<file path="src/rtl/quad_enc_decoder_pkg.sv">
// Shared types and helpers for the quadrature encoder decoder.
package quad_enc_decoder_pkg;

    // Encodings follow the CW order, so a CW step is +1 and a CCW step is -1 (mod 4).
    typedef enum logic [1:0] {
        S00 = 2'd0,
        S01 = 2'd1,
        S11 = 2'd2,
        S10 = 2'd3
    } qstate_t;

    localparam logic DIR_CW  = 1'b0;
    localparam logic DIR_CCW = 1'b1;

    // Map the filtered {b,a} pair onto its state (Gray to binary).
    function automatic qstate_t ab_to_state(input logic b, input logic a);
        return qstate_t'({b, b ^ a});
    endfunction

endpackage

</file>
<file path="src/rtl/quad_enc_decoder_sync_filter.sv">
// One encoder channel: metastability synchronizer followed by a stability filter.
module quad_sync_filter #(
    parameter int SYNC_STAGES = 2,
    parameter int FILT_LEN    = 4
) (
    input  logic clk,
    input  logic rst,
    input  logic raw,
    output logic level
);

    localparam int CW = (FILT_LEN > 1) ? $clog2(FILT_LEN) : 1;
    localparam logic [CW-1:0] LAST = CW'(FILT_LEN - 1);

    logic [SYNC_STAGES-1:0] sync_q;
    logic                   synced;
    logic [CW-1:0]          stable_cnt;

    assign synced = sync_q[SYNC_STAGES-1];

    // Shift the asynchronous input through the synchronizer chain.
    always_ff @(posedge clk or posedge rst) begin
        if (rst) sync_q <= '0;
        else     sync_q <= {sync_q[SYNC_STAGES-2:0], raw};
    end

    // Accept a new level only after it differs from the current one for FILT_LEN cycles.
    always_ff @(posedge clk or posedge rst) begin
        if (rst) begin
            stable_cnt <= '0;
            level      <= 1'b0;
        end else if (synced == level) begin
            stable_cnt <= '0;
        end else if (stable_cnt == LAST) begin
            stable_cnt <= '0;
            level      <= synced;
        end else begin
            stable_cnt <= stable_cnt + 1'b1;
        end
    end

endmodule

</file>
<file path="src/rtl/quad_enc_decoder.sv">
// Quadrature encoder front end: sync/filter per channel, x4 decode, position counter.
module quad_enc_decoder
    import quad_enc_decoder_pkg::*;
#(
    parameter int CNT_W       = 16,
    parameter int FILT_LEN    = 4,
    parameter int SYNC_STAGES = 2
) (
    input  logic             clk,
    input  logic             rst,
    input  logic             a,
    input  logic             b,
    input  logic             clr,
    output logic [CNT_W-1:0] count,
    output logic             dir,
    output logic             step,
    output logic             err
);

    // Init window: long enough for a level present at reset release to reach the
    // decoder. If no filtered change shows up by then, the idle level is taken as
    // the starting state, so the first real edge from an idle start is counted.
    localparam int SETTLE = SYNC_STAGES + FILT_LEN + 2;
    localparam int SW     = $clog2(SETTLE + 1);

    logic [1:0]    rst_pipe;
    logic          rst_i;
    logic          fa, fb;
    qstate_t       cur, state;
    logic [1:0]    cur_idx, st_idx, delta;
    logic          init;
    logic [SW-1:0] settle_cnt;
    logic          moved, cw, ccw, bad;

    // Assert reset asynchronously, release it synchronously to clk.
    always_ff @(posedge clk or posedge rst) begin
        if (rst) rst_pipe <= 2'b11;
        else     rst_pipe <= {rst_pipe[0], 1'b0};
    end
    assign rst_i = rst_pipe[1];

    quad_sync_filter #(.SYNC_STAGES(SYNC_STAGES), .FILT_LEN(FILT_LEN)) u_filt_a (
        .clk(clk), .rst(rst_i), .raw(a), .level(fa)
    );
    quad_sync_filter #(.SYNC_STAGES(SYNC_STAGES), .FILT_LEN(FILT_LEN)) u_filt_b (
        .clk(clk), .rst(rst_i), .raw(b), .level(fb)
    );

    assign cur     = ab_to_state(fb, fa);
    assign cur_idx = cur;
    assign st_idx  = state;
    assign delta   = cur_idx - st_idx;
    assign moved   = !init && (cur != state);
    assign cw      = moved && (delta == 2'd1);
    assign ccw     = moved && (delta == 2'd3);
    assign bad     = moved && (delta == 2'd2);

    // Decoder FSM with registered direction, step/err pulses and position counter.
    always_ff @(posedge clk or posedge rst_i) begin
        if (rst_i) begin
            state      <= S00;
            init       <= 1'b1;
            settle_cnt <= '0;
            count      <= '0;
            dir        <= DIR_CW;
            step       <= 1'b0;
            err        <= 1'b0;
        end else begin
            step <= cw | ccw;
            err  <= bad;
            if (init) begin
                settle_cnt <= settle_cnt + 1'b1;
                if (cur != state) begin
                    state <= cur;
                    init  <= 1'b0;
                end else if (settle_cnt == SW'(SETTLE)) begin
                    init  <= 1'b0;
                end
            end else if (cur != state) begin
                state <= cur;
            end
            if (cw)  dir <= DIR_CW;
            if (ccw) dir <= DIR_CCW;
            if (clr)      count <= '0;
            else if (cw)  count <= count + 1'b1;
            else if (ccw) count <= count - 1'b1;
        end
    end

endmodule

</file>
<file path="config.mk">
export PLATFORM = sky130hd
export DESIGN_NAME = quad_enc_decoder
export DESIGN_NICKNAME = d
export VERILOG_FILES = /design/src/rtl/quad_enc_decoder_pkg.sv /design/src/rtl/quad_enc_decoder_sync_filter.sv /design/src/rtl/quad_enc_decoder.sv
export SDC_FILE = /design/constraint.sdc
export NUM_CORES = 1
export LEC_CHECK = 0
export BUFFER_PORTS_ARGS = -buffer_cell sky130_fd_sc_hd__buf_2
export CORE_MARGIN = 2
export CORE_UTILIZATION = 40
export CTS_CLUSTER_DIAMETER = 150
export DETAILED_ROUTE_END_ITERATION = 8
export GPL_ROUTABILITY_DRIVEN = 0
export PLACE_DENSITY = 0.63
export SYNTH_ARGS = -nofsm -noshare
export SYNTH_HDL_FRONTEND = slang
export SYNTH_SLANG_ARGS = --single-unit
</file>
<file path="constraint.sdc">
create_clock -name clk -period 2 [get_ports clk]
set_input_delay 0.2 -clock clk [delete_from_list [all_inputs] [get_ports clk]]
set_output_delay 0.2 -clock clk [all_outputs]
set_load 0.05 [all_outputs]
</file>
==> impl_metrics.toml, run 1 <==
[floorplan]
die_h_um = 79.91
coreArea_um2 = 5540
ioPinCount = 24
row_count = 27
die_area_um2 = 6385
die_w_um = 79.91
start_util = 0.4160

[timing]
setup_violations = 15
fin_crit_ns = 2.871
hold_viol_final = 0
rsz0062_at_grt = "yes"
fin_crit_sh = 1.436
worst_slack_ns = -0.8713
fmax_mhz = 348.3
drv_slew = 0
fin_hold_ws_ns = 0.2885
clock_skew_ns = 0.01092

[layout]
diodes = 0
regArea_um2 = 954.7
final_common_cell = "buf_4"
final_cell_mix = "buf_4, dfrtp_1, buf_2"
post-route-util = 0.6206
layout-drive-gt1-share = 0.4644
area_growth_syn_to_layout_pct = 49.19
multi_input_area_um2 = 1518
num-nets-final = 349
nFillCells = 483

[critical_path]
crit_fanout = 8
cp.required_ns = 2.19
critPathLaunch = "st_idx[0]"
crit_type = "flip-flop to flip-flop"
cp-start-kind = "flip-flop"
r2r-start = "st_idx[0]"
end_kind = "flip-flop"
worstPathArrival_ns = 3.06
r2r_slack_ns = -0.87

[synth]
synth_area_leaders = "dfrtp_1, ha_1, a21oi_1"
synth_cells = 229
syn_area_per_cell_um2 = 10.06
ys.flop_type = "dfrtp_1"
synth_top_cell_by_area = "dfrtp_1"
syn_area_um2 = 2305
syn-num-nets = 256
ys_ff_latch = 38
ys_warn_count = 0
synth-edff-count = 0
yosysUniqueCellTypes = 51
synthDominantCellAreaShare = 0.3800
synthArstFlopShare = 1.000
yosysSeqAreaShare = 0.4142

[routing]
drc = 0
wl_per_cell_um = 14.03
drt_iter0_markers = 87
routed_wl_mm = 5.543
drtAntennaViolNets = 0
first_pass_iters = 4
via_per_inst = 4.942
vias = 1952

[cts]
clk_pin_slew_ns = 0.09
cts.sinks = 38
clk_path_buf_depth = 2
htreeDepth = 2
clk_latency_ns = 0.30
cts_tree = "built"
cts_buffers = 5
root_buffer = "clkbuf_8"

[global_routing]
grt_usage = 0.1888
grt_max_degree = 23
grt_overflow = 0
grt_antenna_before_repair = 0
grt_pass1_wl_mm = 9.370
grt_pass1_vias = 2001

[flow_run]
drv_cap = 0

[worst_hold_path]
hp-class = "flip-flop to asynchronous set/reset pin"

[placement]
hpwl_mm = 3.830
io_buffers = 23

[run_status]
violations = "setup timing"
status = "finished with violations"
-- sequential cells by signal, summed over array words and instances (netlist names), 2 cells and up --
signal / count
u_filt_b.sync_q: 2
u_filt_a.sync_q: 2
rst_pipe: 2
count: 16
settle_cnt: 4
u_filt_a.stable_cnt: 2
st_idx: 2
u_filt_b.stable_cnt: 2
-- logic make-up (layout without fill, tap and decap cells) --
| family | count (synthesis) | count (layout) | synth area share |
|---|---|---|---|
| mux | 6 | 6 | 0.02769 |
| other cells | 1 | 1 | 0.001627 |
| flops | 38 | 38 | 0.4142 |
| compound gates | 56 | 56 | 0.1580 |
| fa+ha+maj | 22 | 22 | 0.1227 |
| buf+inv | 15 | 108 | 0.03691 |
| simple gates | 75 | 76 | 0.1699 |
| xor+xnor | 16 | 16 | 0.06895 |
-- Yosys cell counts (2+ instances only) --
master,number
nand2_1,24
xor2_1,5
or3_1,4
inv_1,4
dfstp_2,3
buf_4,2
nor3b_1,2
and2_1,2
dfrtp_1,35
a21o_1,6
mux2i_1,3
xnor2_1,10
o21a_1,3
a31oi_1,2
clkbuf_1,5
mux2_2,2
ha_1,21
nand2b_1,4
nor2_1,11
buf_6,2
nand3_1,4
o21ai_0,12
nand3b_1,7
nor3_1,5
nand4_1,2
a21oi_1,19
a211oi_1,2
nor2b_1,5
-- path summary, 6_finish.rpt --
check	endpoint	depth (start not counted)
setup / recovery	count[12]	11
hold / removal	count[1]	2
setup reg to reg	count[12]	11
hold reg to reg	count[1]	2
max in group asynchronous	init	2
min in group clk	count[0]	2
-- cell type report --
class,instances,area share
flip-flops and latches,38,0.2777
multi-input cells,177,0.4414
repair buffers,95,0.2078
clock buffers,5,0.02001
well taps,72,0.02620
inverters,5,0.006914
clock inverters,3,0.02001
-- what timing repair did --
action	4_1_cts	5_1_grt
gates cloned	1	0
hold buffers	1	2
pin swaps	9	18
setup buffers	7	6
endpoints found under the hold margin	2	2
gates resized for setup	13	22
setup endpoints to repair	14	16
-- critical path: stages, from the launching register on --
cell      delay (ns)
dfrtp_1         0.41
xnor2_2         0.24
mux2i_4         0.33
nand2b_4        0.18
buf_12          0.17
ha_4            0.21
and2_4          0.13
a221o_1         0.31
o211ai_1        0.21
nand2_2         0.13
mux2i_1         0.14
o31a_1          0.29
-- layer usage --
metal  track usage  up-vias  wire [um]  share of wire
li1              -      997          -              -
met2        0.3183       30       2710           0.49
met4       0.07966        0         99          0.018
met1        0.2386      914       2578           0.47
met5             0        -          0              0
met3       0.03054       11        155          0.028
-- per-stage QoR --
stage	std cells	setup WS, ns	cell area (um2)	TNS [ns]
global route	395	-1.003	3438	-10.79
floorplan	229	-0.7997	2409	-6.859
CTS	387	-0.8807	3277	-8.950
finish	395	-0.8713	3438	-8.913
global placement	370	-0.8254	2984	-7.217
detailed placement	370	-0.9482	2984	-8.445
Power of run 1 is left out: the tool's default activity adds up to more than one toggle a clock period on the data nets, which glitch-free logic cannot reach.
==> run 2: changes to the inputs <==
--- a/config.mk
+++ b/config.mk
@@ -6,6 +6,7 @@
 export NUM_CORES = 1
 export LEC_CHECK = 0
 export BUFFER_PORTS_ARGS = -buffer_cell sky130_fd_sc_hd__buf_2
+export CORE_ASPECT_RATIO = 2
 export CORE_MARGIN = 2
 export CORE_UTILIZATION = 40
 export CTS_CLUSTER_DIAMETER = 150
@@ -14,4 +15,5 @@
 export PLACE_DENSITY = 0.63
 export SYNTH_ARGS = -nofsm -noshare
 export SYNTH_HDL_FRONTEND = slang
+export SYNTH_HIERARCHICAL = 1
 export SYNTH_SLANG_ARGS = --single-unit
==> impl_metrics.toml, run 2 <==
[run_status]
status = "finished with violations"
violations = "setup timing"

[layout]
final_common_cell = "buf_4"
layout-drive-gt1-share = 0.3670
largestRegisters = "count (16), settle_cnt (4)"
num-nets-final = 353
largest_reg_flops = 16
final_cell_mix = "buf_4, dfrtp_1, nand2_1"
area_growth_syn_to_layout_pct = 37.68
diodes = 0
top_register = "count"

[timing]
clock_skew_ns = 0.01046
fin_crit_sh = 1.462
rsz0062_at_grt = "yes"
drv_slew = 0
worst_slack_ns = -0.9230
fmax_mhz = 342.1
fin_hold_ws_ns = 0.009606
fin_crit_ns = 2.923
hold_viol_final = 0
setup_violations = 15

[synth]
syn-num-nets = 266
ys_ff_latch = 38
syn_area_um2 = 2275
ys_warn_count = 6
ys.flop_type = "dfrtp_1"
syn_area_per_cell_um2 = 9.517
synth_common_cells = "dfrtp_1, nand2_1, ha_1, a21oi_1"
synthArstFlopShare = 1.000
synth_top_cell_by_area = "dfrtp_1"
synth_area_leaders = "dfrtp_1, ha_1, nand2_1"
yosysSeqAreaShare = 0.4197
synth-edff-count = 0
yosysUniqueCellTypes = 44
synthDominantCellAreaShare = 0.3850
synth_cells = 239
yosysMostFrequentCell = "dfrtp_1"

[global_routing]
grt_pass1_vias = 2100
grt_pass1_wl_mm = 9.446
grt_antenna_before_repair = 0
grt_overflow = 0
grt_usage = 0.1923
grt_max_degree = 27

[critical_path]
critPathLaunch = "u_filt_b/level"
crit_type = "flip-flop to flip-flop"
crit_fanout = 10
crit_chain = "xnor2_2 > mux2i_4 > nand2b_4 > ha_1 > a211o_1 > a211oi_2 > nor2_1 > a31oi_1 > mux2i_1 > mux2_2"
crit_buf_inv = 0
cp.required_ns = 2.19
cp_slowest_cell = "dfrtp_1"
worstPathArrival_ns = 3.12
r2r-start = "u_filt_b/level"
cp_top_family = "multiplexers"
end_kind = "flip-flop"
cp-start-kind = "flip-flop"
slowest_delay_ns = 0.41

[cts]
clk_latency_ns = 0.30
htreeDepth = 2
root_buffer = "clkbuf_8"
clk_pin_slew_ns = 0.08
clk_path_buf_depth = 2
cts.sinks = 38
cts_buffers = 5
cts_tree = "built"

[placement]
dp_slack_ns = -0.9330
io_buffers = 23
hpwl_mm = 4.181

[routing]
first_pass_iters = 4
via_per_inst = 5.269
routed_wl_mm = 5.624
drc = 0
drtAntennaViolNets = 0
wl_per_cell_um = 14.53
drt_iter0_markers = 55
vias = 2039

[floorplan]
start_util = 0.4160
die_h_um = 110.6
row_count = 38
coreArea_um2 = 5468
die_w_um = 57.33
ioPinCount = 24
die_area_um2 = 6343

[worst_hold_path]
hp-class = "input pin to flip-flop"
min_from = "a"

[flow_run]
drv_cap = 0
[run 2: metal layers]
layer	track usage	wire length (um)	vias up
li1	-	-	1004
met1	0.1943	2048	980
met2	0.3571	3189	37
met3	0.03279	143	18
met4	0.09922	243	0
met5	0	0	-
[run 2: per-stage QoR]
step | TNS, ns | util | area (um2) | instances
final | -8.842 | 0.5728 | 3132 | 387
after global routing | -10.98 | 0.5728 | 3132 | 387
after CTS | -8.706 | 0.5677 | 3104 | 386
after detailed placement | -8.965 | 0.5352 | 2927 | 374
after global placement | -8.353 | 0.5352 | 2927 | 374
after floorplan | -6.316 | - | 2331 | 239
[run 2: final timing paths]
kind | to | cells after the start | slack, ns
worst max-delay path | count[15] | 10 | -0.92
worst min-delay path | u_filt_a/sync_q[0] | 1 | 0.01
worst max register to register | count[15] | 10 | -0.92
worst min register to register | u_filt_a/level | 1 | 0.16
max in group asynchronous | init | 2 | 1.36
min in group asynchronous | u_filt_a/level | 1 | 0.16
[run 2: cells by family (layout without fill, tap and decap cells)]
group,Yosys count,after routing,share of synthesized area
flip-flops,38,38,0.4197
adder cells (fa/ha/maj),22,22,0.1243
buffers and inverters,22,109,0.04180
other,1,1,0.001649
AO/OA/AOI/OAI,56,56,0.1562
multiplexers,6,6,0.02805
XOR/XNOR,16,16,0.06491
AND/OR/NAND/NOR,78,79,0.1634
[run 2: cell type report]
| class | instances | area (um2) |
|---|---|---|
| clock buffer | 5 | 68.82 |
| clock inverter | 3 | 40.04 |
| fill | 480 | 2336 |
| inverter | 13 | 48.80 |
| multi-input combinational | 180 | 1336 |
| sequential | 38 | 954.7 |
| tap | 60 | 75.07 |
| timing repair buffer | 88 | 608.1 |
[run 2: timing repair]
action,in CTS,in global routing
endpoints found under the hold margin,3,0
gates cloned,1,0
resized for setup,10,4
pin swaps,1,2
setup endpoints to repair,15,15
hold buffers,2,0
buffers inserted,1,1
Power of run 2 is left out for the same reason.
